## src/rtl/fifo_pkg.sv

```systemverilog
// Shared constants and helpers for the 8x10 FIFO controller.
package fifo_pkg;

    localparam int DATA_W = 10;
    localparam int PTR_W  = 3;
    localparam int ADD_W  = 4;
    localparam int CNT_W  = 4;
    localparam int DEPTH  = 2 ** PTR_W;

    // Occupancy value that means "every slot holds a word".
    localparam logic [CNT_W-1:0] CNT_FULL = CNT_W'(DEPTH);

    // What the occupancy counter does on the next edge.
    typedef enum logic [1:0] {
        OCC_HOLD = 2'd0,
        OCC_INC  = 2'd1,
        OCC_DEC  = 2'd2
    } occ_op_e;

    // Memory address ports are wider than the pointers; upper bits are zero.
    function automatic logic [ADD_W-1:0] ptr_to_add(input logic [PTR_W-1:0] ptr);
        return {{(ADD_W-PTR_W){1'b0}}, ptr};
    endfunction

endpackage

```

## src/rtl/fifo_ptr_cnt.sv

```systemverilog
// Wrap-around pointer: advances by one when inc is high, wraps to zero
// naturally through its W-bit width.
module fifo_ptr_cnt
    import fifo_pkg::*;
#(
    parameter int W = PTR_W
) (
    input  logic         clk,
    input  logic         reset_L,
    input  logic         inc,
    output logic [W-1:0] ptr
);

    logic [W-1:0] ptr_reg;

    // Pointer register, cleared asynchronously so both sides restart at slot 0.
    always_ff @(posedge clk or negedge reset_L) begin
        if (!reset_L) begin
            ptr_reg <= '0;
        end else if (inc) begin
            ptr_reg <= ptr_reg + W'(1);
        end
    end

    assign ptr = ptr_reg;

endmodule

```

## src/rtl/fifo_ctrl.sv

```systemverilog
// Control side of the 8x10 FIFO: accepts push/pop requests, drives the
// memory strobes and addresses, tracks occupancy and raises status flags.
module fifo_ctrl
    import fifo_pkg::*;
(
    input  logic              clk,
    input  logic              reset_L,
    input  logic              push,
    input  logic [DATA_W-1:0] data_in,
    input  logic              pop,
    input  logic [CNT_W-1:0]  umbral_af,
    input  logic [CNT_W-1:0]  umbral_ae,
    output logic              wr_en,
    output logic [ADD_W-1:0]  wr_add,
    output logic [DATA_W-1:0] data_wr,
    output logic              rd_en,
    output logic [ADD_W-1:0]  rd_add,
    input  logic [DATA_W-1:0] data_out_mem,
    output logic [DATA_W-1:0] data_out,
    output logic              valid_out,
    output logic              full,
    output logic              empty,
    output logic              almost_full,
    output logic              almost_empty,
    output logic              error
);

    logic                     pop_ok;
    logic                     push_ok;
    logic [CNT_W-1:0]         count_reg;
    logic [CNT_W-1:0]         count_next;
    occ_op_e                  occ_op;
    logic                     error_reg;
    logic                     error_next;
    logic                     valid_reg;
    logic [DATA_W-1:0]        hold_reg;

    // Index 0 is the write pointer, index 1 the read pointer.
    logic [1:0]               ptr_inc;
    logic [1:0][PTR_W-1:0]    ptr_val;

    // Flags come straight from the registered count, no extra latency.
    assign empty        = (count_reg == '0);
    assign full         = (count_reg == CNT_FULL);
    assign almost_full  = (count_reg >= umbral_af);
    assign almost_empty = (count_reg <= umbral_ae);

    // A pop frees a slot in the same cycle, so a push into a full FIFO is
    // still accepted when paired with a successful pop.
    assign pop_ok  = pop & ~empty;
    assign push_ok = push & (~full | pop_ok);

    assign ptr_inc[0] = push_ok;
    assign ptr_inc[1] = pop_ok;

    generate
        for (genvar gi = 0; gi < 2; gi++) begin : g_ptr
            fifo_ptr_cnt #(
                .W (PTR_W)
            ) u_ptr (
                .clk     (clk),
                .reset_L (reset_L),
                .inc     (ptr_inc[gi]),
                .ptr     (ptr_val[gi])
            );
        end
    endgenerate

    assign wr_en   = push_ok;
    assign rd_en   = pop_ok;
    assign wr_add  = ptr_to_add(ptr_val[0]);
    assign rd_add  = ptr_to_add(ptr_val[1]);
    assign data_wr = data_in;

    // Decide whether occupancy grows, shrinks or holds this cycle.
    always_comb begin
        occ_op = OCC_HOLD;
        if (push_ok && !pop_ok) begin
            occ_op = OCC_INC;
        end else if (!push_ok && pop_ok) begin
            occ_op = OCC_DEC;
        end
    end

    // Next occupancy value from the selected operation.
    always_comb begin
        count_next = count_reg;
        case (occ_op)
            OCC_INC: count_next = count_reg + CNT_W'(1);
            OCC_DEC: count_next = count_reg - CNT_W'(1);
            default: count_next = count_reg;
        endcase
    end

    // Any rejected request (overflow or underflow) latches the error.
    always_comb begin
        error_next = error_reg | (push & ~push_ok) | (pop & ~pop_ok);
    end

    // Occupancy, sticky error and one-cycle read-valid pipeline.
    always_ff @(posedge clk or negedge reset_L) begin
        if (!reset_L) begin
            count_reg <= '0;
            error_reg <= 1'b0;
            valid_reg <= 1'b0;
        end else begin
            count_reg <= count_next;
            error_reg <= error_next;
            valid_reg <= pop_ok;
        end
    end

    // Keep the last delivered word so data_out holds between reads.
    always_ff @(posedge clk or negedge reset_L) begin
        if (!reset_L) begin
            hold_reg <= '0;
        end else if (valid_reg) begin
            hold_reg <= data_out_mem;
        end
    end

    // The memory answers one cycle after rd_en; pass that word through while
    // valid, otherwise show the held value.
    assign data_out  = valid_reg ? data_out_mem : hold_reg;
    assign valid_out = valid_reg;
    assign error     = error_reg;

endmodule

```

## config.mk

```make
export PLATFORM = sky130hd
export DESIGN_NAME = fifo_ctrl
export DESIGN_NICKNAME = d
export VERILOG_FILES = /design/src/rtl/fifo_pkg.sv /design/src/rtl/fifo_ptr_cnt.sv /design/src/rtl/fifo_ctrl.sv
export SDC_FILE = /design/constraint.sdc
export NUM_CORES = 1
export LEC_CHECK = 0
export BUFFER_PORTS_ARGS = -buffer_cell sky130_fd_sc_hd__buf_4
export CAP_MARGIN = 30
export CORE_MARGIN = 1.5
export CORE_UTILIZATION = 48
export DETAILED_ROUTE_END_ITERATION = 12
export PLACE_DENSITY = 0.84
export SYNTH_ARGS = -nofsm -noshare
export SYNTH_HDL_FRONTEND = slang
export SYNTH_SLANG_ARGS = --single-unit
export TNS_END_PERCENT = 50
```

## constraint.sdc

```tcl
create_clock -name clk -period 5.6 [get_ports clk]
set_input_delay 0 -clock clk [delete_from_list [all_inputs] [get_ports clk]]
set_output_delay 0 -clock clk [all_outputs]
set_load 0.1 [all_outputs]
```

# Yosys cells after proc, flatten, opt, wreduce, memory -nomap -nowiden
# Index checks and enable logic that the tools add are counted.
[totals]
regBits = 22
inputBits = 32
output_inout_bits = 36
[op_classes]
n_bitwise = 11
n_mux = 4
add_sub_neg = 4
n_reduce_logical = 6
magnitude_cmp = 2
n_eq_ne = 3
[ops]
columns = ["cell", "count"]
rows = [
  ["10-bit two-way mux", 1],
  ["4-bit case mux with 2 select lines", 1],
  ["3-bit by 1-bit adder with 3-bit output, second input constant", 2],
  ["4-bit by 1-bit adder with 4-bit output, second input constant", 1],
  ["1-bit AND", 4],
  ["4-bit == test, second input constant", 1],
  ["4-bit greater-or-equal comparator", 1],
  ["4-bit less-or-equal comparator", 1],
  ["4-bit logical NOT", 1],
  ["2-bit two-way mux", 2],
  ["1-bit NOT", 4],
  ["4-bit by 1-bit subtractor with 4-bit output, second input constant", 1],
  ["1-bit bitwise OR", 3],
  ["2-bit by 1-bit == test with 1-bit output, second input constant", 1],
  ["2-bit == test, second input constant", 1],
  ["1-bit logical AND", 2],
  ["1-bit logical NOT", 2],
  ["2-bit nonzero test", 1],
]

# Longest topological paths before layout
[logic_depth]
word_depth = 11
ltp_mapped = 11
depth_no_buf = 10

# Hierarchy
# From an unflattened synthesis, not the netlist that was laid out.
[unflattened]
hier_cells = 117
area_unflattened_um2 = 1337.5
[by_module_without_submodules]
columns = ["module", "area_per_inst_um2", "cells_per_inst", "seq_area_each_um2", "n_inst"]
rows = [
  ["fifo_ctrl", 1089.8, 101, 400.4, 1],
  ["fifo_ptr_cnt", 123.9, 8, 75.1, 2],
]

# Worst setup path after synthesis
# OpenSTA, ideal clock, no wires.
[synth_timing]
path_kind = "register to output"
startpoint = "register count_reg[1]"
endpoint = "output almost_empty"
t_arrival_ns = 3.218
stages_incl_launch_ff = 6
n_path_buf = 0
setup_slack_ns = 2.382
cell_sequence = "dfrtp_1 > ha_1 > nor2b_1 > o21a_1 > o21a_1 > o21ai_0"
[synth_via]
elab_chain_cells = 1
[synth_lines]
columns = ["item", "line_no", "source"]
rows = [
  ["from (decl)", "fifo_ctrl.sv:30", "logic [CNT_W-1:0] count_reg;"],
  ["from (signal assigned)", "fifo_ctrl.sv:107", "count_reg <= count_next;"],
  ["4-bit less-or-equal comparator", "fifo_ctrl.sv:46", "assign almost_empty = (count_reg <= umbral_ae);"],
  ["to (decl)", "fifo_ctrl.sv:24", "output logic almost_empty,"],
]
# Every way passes these cells.

# Worst setup path after layout
[layout_timing]
startpoint = "register count_reg[1]"
endpoint = "register count_reg[3]"
[layout_via]
elab_chain_cells = 11
word_cells_on_any_way = 19
[layout_lines]
columns = ["item", "line_no", "source"]
rows = [
  ["4-bit logical NOT", "fifo_ctrl.sv:43", "assign empty = (count_reg == '0);"],
  ["1-bit NOT", "fifo_ctrl.sv:50", "assign pop_ok = pop & ~empty;"],
  ["1-bit AND", "fifo_ctrl.sv:50", ""],
  ["1-bit bitwise OR", "fifo_ctrl.sv:51", "assign push_ok = push & (~full | pop_ok);"],
  ["1-bit AND", "fifo_ctrl.sv:51", ""],
  ["1-bit logical NOT", "fifo_ctrl.sv:80", "end else if (!push_ok && pop_ok) begin"],
  ["1-bit logical AND", "fifo_ctrl.sv:80", ""],
  ["2-bit two-way mux", "fifo_ctrl.sv:80", ""],
  ["2-bit two-way mux", "fifo_ctrl.sv:78", "if (push_ok && !pop_ok) begin"],
  ["2-bit == test / 2-bit by 1-bit == test with 1-bit output (equally long branches)", "fifo_ctrl.sv:88", "case (occ_op)"],
  ["4-bit case mux with 2 select lines / 2-bit nonzero test (equally long branches)", "n/a", ""],
]
# Parallel ways exist; a longest one is shown, timed or not.
# A chain may end at the register's enable or synchronous reset.

==> results.md <==
- Outcome: finished clean
- Setup crit end kind: flop
- Area Overhead vs Synth: 32.02%
- Antenna Violating Nets Remaining: 0
- Vias per std cell: 4.953
- Cells along the critical path: or3_1 -> o21ai_2 -> inv_1 -> nand2b_1 -> inv_1 -> ha_1 -> or2_2 -> and2_1 -> a221o_1 -> o221ai_1
- Worst R2R Setup Slack: 2720 ps
- Yosys Warn Count: 0
- DIE HEIGHT: 55.69 um
- Fraction of registers with async set/reset: 100.0%
- Setup crit start kind: flop
- Row cnt: 18
- CTS root buffer: clkbuf_4
- Die width: 55.69 um
- Crit path max-delay cell type: or3_1
- Critical R2R Capture: count_reg[3]
- Clock buffer count from CTS: 3
- Fin. Hold Viols: 0
- CP Class: flop to flop
- Latest clock arrival within the worst-skew pair: 310 ps
- WL per Instance: 13.57 um
- Initial antenna violation count: 0
- Max reg flops: 10
- Crit path time final: 2885 ps
- WP data required: 5840 ps
- Die area: 0.003101 mm2
- GRT Total Usage: 16.86%
- Delay-heaviest family, CP: simple AND/OR/NAND/NOR gates
- Worst Hold End: data_wr[0]
- Drt initial violations: 14
- Post-synth design cell area: 0.001333 mm2
- Synthesized area per cell: 11.49 um2
- Fin crit share: 51.52%
- Clock Path Buffers: 2
- Sequential share of the synthesized area: 41.31%
- Number of synthesized flops with an enable pin: 0
- Core area: 0.002545 mm2
- Postcts setup bufs: 0
- DRC viols: 0
- Slew Limit Fails: 0
- Iteration count of the initial detailed-routing pass: 4
- Diode count: 0
- Max capacitance violation total: 0
- WHS Path Cells: 0
- RSZ-0062 raised after global routing: false
- Final setup viols: 0
- Final GP Congestion: 0.7963
- H-tree depth: 1
- Most frequent cells in the layout: buf_4, dfrtp_1, ha_1
- Mapped Cells: 116
- CTS clock-pin slew for the worst setup and hold paths: 130 ps
- PortBufs: 45
- Min-delay worst type: input port to primary output
- Vias after detailed routing: 946
- Hold buffers post-CTS: 11
- Synth cell types: 35
- Post-CTS resize count: 0
- Vias in the first global route: 969
- Critical Path AT: 3120 ps
- Buf/Inv on CP: 2
- CP max FO: 9
- Routed WL: 2592 um
- Hold Crit Start: data_in[0]
- Fmax: 346.6 MHz
- # IOs: 68
- Post-DP HPWL: 1882 um
- Most common cell after layout, fill and taps aside: buf_4
- Layout cells sized above 1: 40.99%
- RR Startpoint: count_reg[1]
- Most frequent CP cell: inv_1
- Prevailing post-synth register cell: dfrtp_1
- GRT overflow: 0
- Clock sink count: 22
- CTS tree: built
- First-pass GRT wire length: 4112 um
- #FFs+latches synth: 22
- Pin count of the biggest net entering global routing: 23
- Cell depth of the worst flop-to-flop path: 10
- Nets: 207
- Final TNS setup: 0 ps
- Crit path largest cell delay: 570 ps
- Initial cell density of the core: 52.36%
- Clk_skew: 16.14 ps
==> metal layers <==
metal	share of wire, %	vias up	track usage (%)
met5	0	-	0
met4	2.1	0	5.923
li1	-	470	-
met3	5.9	6	5.581
met2	50	31	30.10
met1	42	439	18.59
==> worst register-to-register path: cells and delay by family, from the launching register on <==
family	cells	cell delay, ps
DFF	1	450
and+or+nand+nor	4	1210
adders and majority gates	1	300
buffers and inverters	2	190
AOI/OAI and AO/OA	3	670
==> cells by family (layout without fill, tap and decap cells) <==
family / count (synthesis) / count (layout) / synth area share, %
buffers and inverters: 27 / 71 / 11.74
DFF: 22 / 22 / 41.31
AOI/OAI and AO/OA: 16 / 16 / 11.36
and+or+nand+nor: 16 / 16 / 6.010
muxes: 14 / 14 / 11.92
adders and majority gates: 13 / 13 / 12.77
xor gates and xnor gates: 7 / 7 / 4.601
other: 1 / 2 / 0.2814
==> worst max path at each step <==
| stage | start | to | slack, ps | cells after the start |
|---|---|---|---|---|
| 4_1_cts | count_reg[1] | count_reg[3] | 2690 | 10 |
| 2_1_floorplan | count_reg[1] | almost_empty | 2380 | 5 |
| 3_3_place_gp | count_reg[1] | count_reg[3] | 2850 | 10 |
| 3_5_place_dp | count_reg[1] | count_reg[3] | 2710 | 10 |
| 5_1_grt | count_reg[1] | count_reg[3] | 2560 | 10 |
| 6_report | count_reg[1] | count_reg[3] | 2720 | 10 |
==> metrics by stage <==
step	utilization, %	hold WS [ps]	worst slack [ps]	std cells	area (um2)
2_1_floorplan	-	-295.6	2382	117	1336
3_5_place_dp	62.73	-93.83	2708	176	1597
4_1_cts	69.12	0.6813	2694	191	1759
3_3_place_gp	62.73	-102.1	2852	176	1597
5_1_grt	69.12	0.1360	2564	191	1759
6_report	69.12	0.03532	2715	191	1759
==> Yosys cell counts, drive strengths merged, types with 2 or more instances <==
cell type | number | share of area [%]
dfrtp | 22 | 41
buf | 15 | 8.4
ha | 12 | 11
mux2 | 12 | 10
inv | 11 | 3.1
nand2 | 6 | 1.7
xnor2 | 5 | 3.3
a21o | 3 | 1.7
mux2i | 2 | 1.5
nand2b | 2 | 0.94
nor2 | 2 | 0.56
nor2b | 2 | 0.94
o21a | 2 | 1.1
o21ai | 2 | 1.0
xor2 | 2 | 1.3
==> cell type report <==
class	instances	area [um2]
flip-flops and latches	22	550.5
multi-input cells	68	629.4
fillers	196	785.8
clock inverters	1	30.03
well taps	30	37.54
inverters	11	41.29
clock buffers	3	22.52
repair buffers	56	447.9
Power is left out: the tool's default activity adds up to more than one toggle a clock period on the data nets, which glitch-free logic cannot reach.
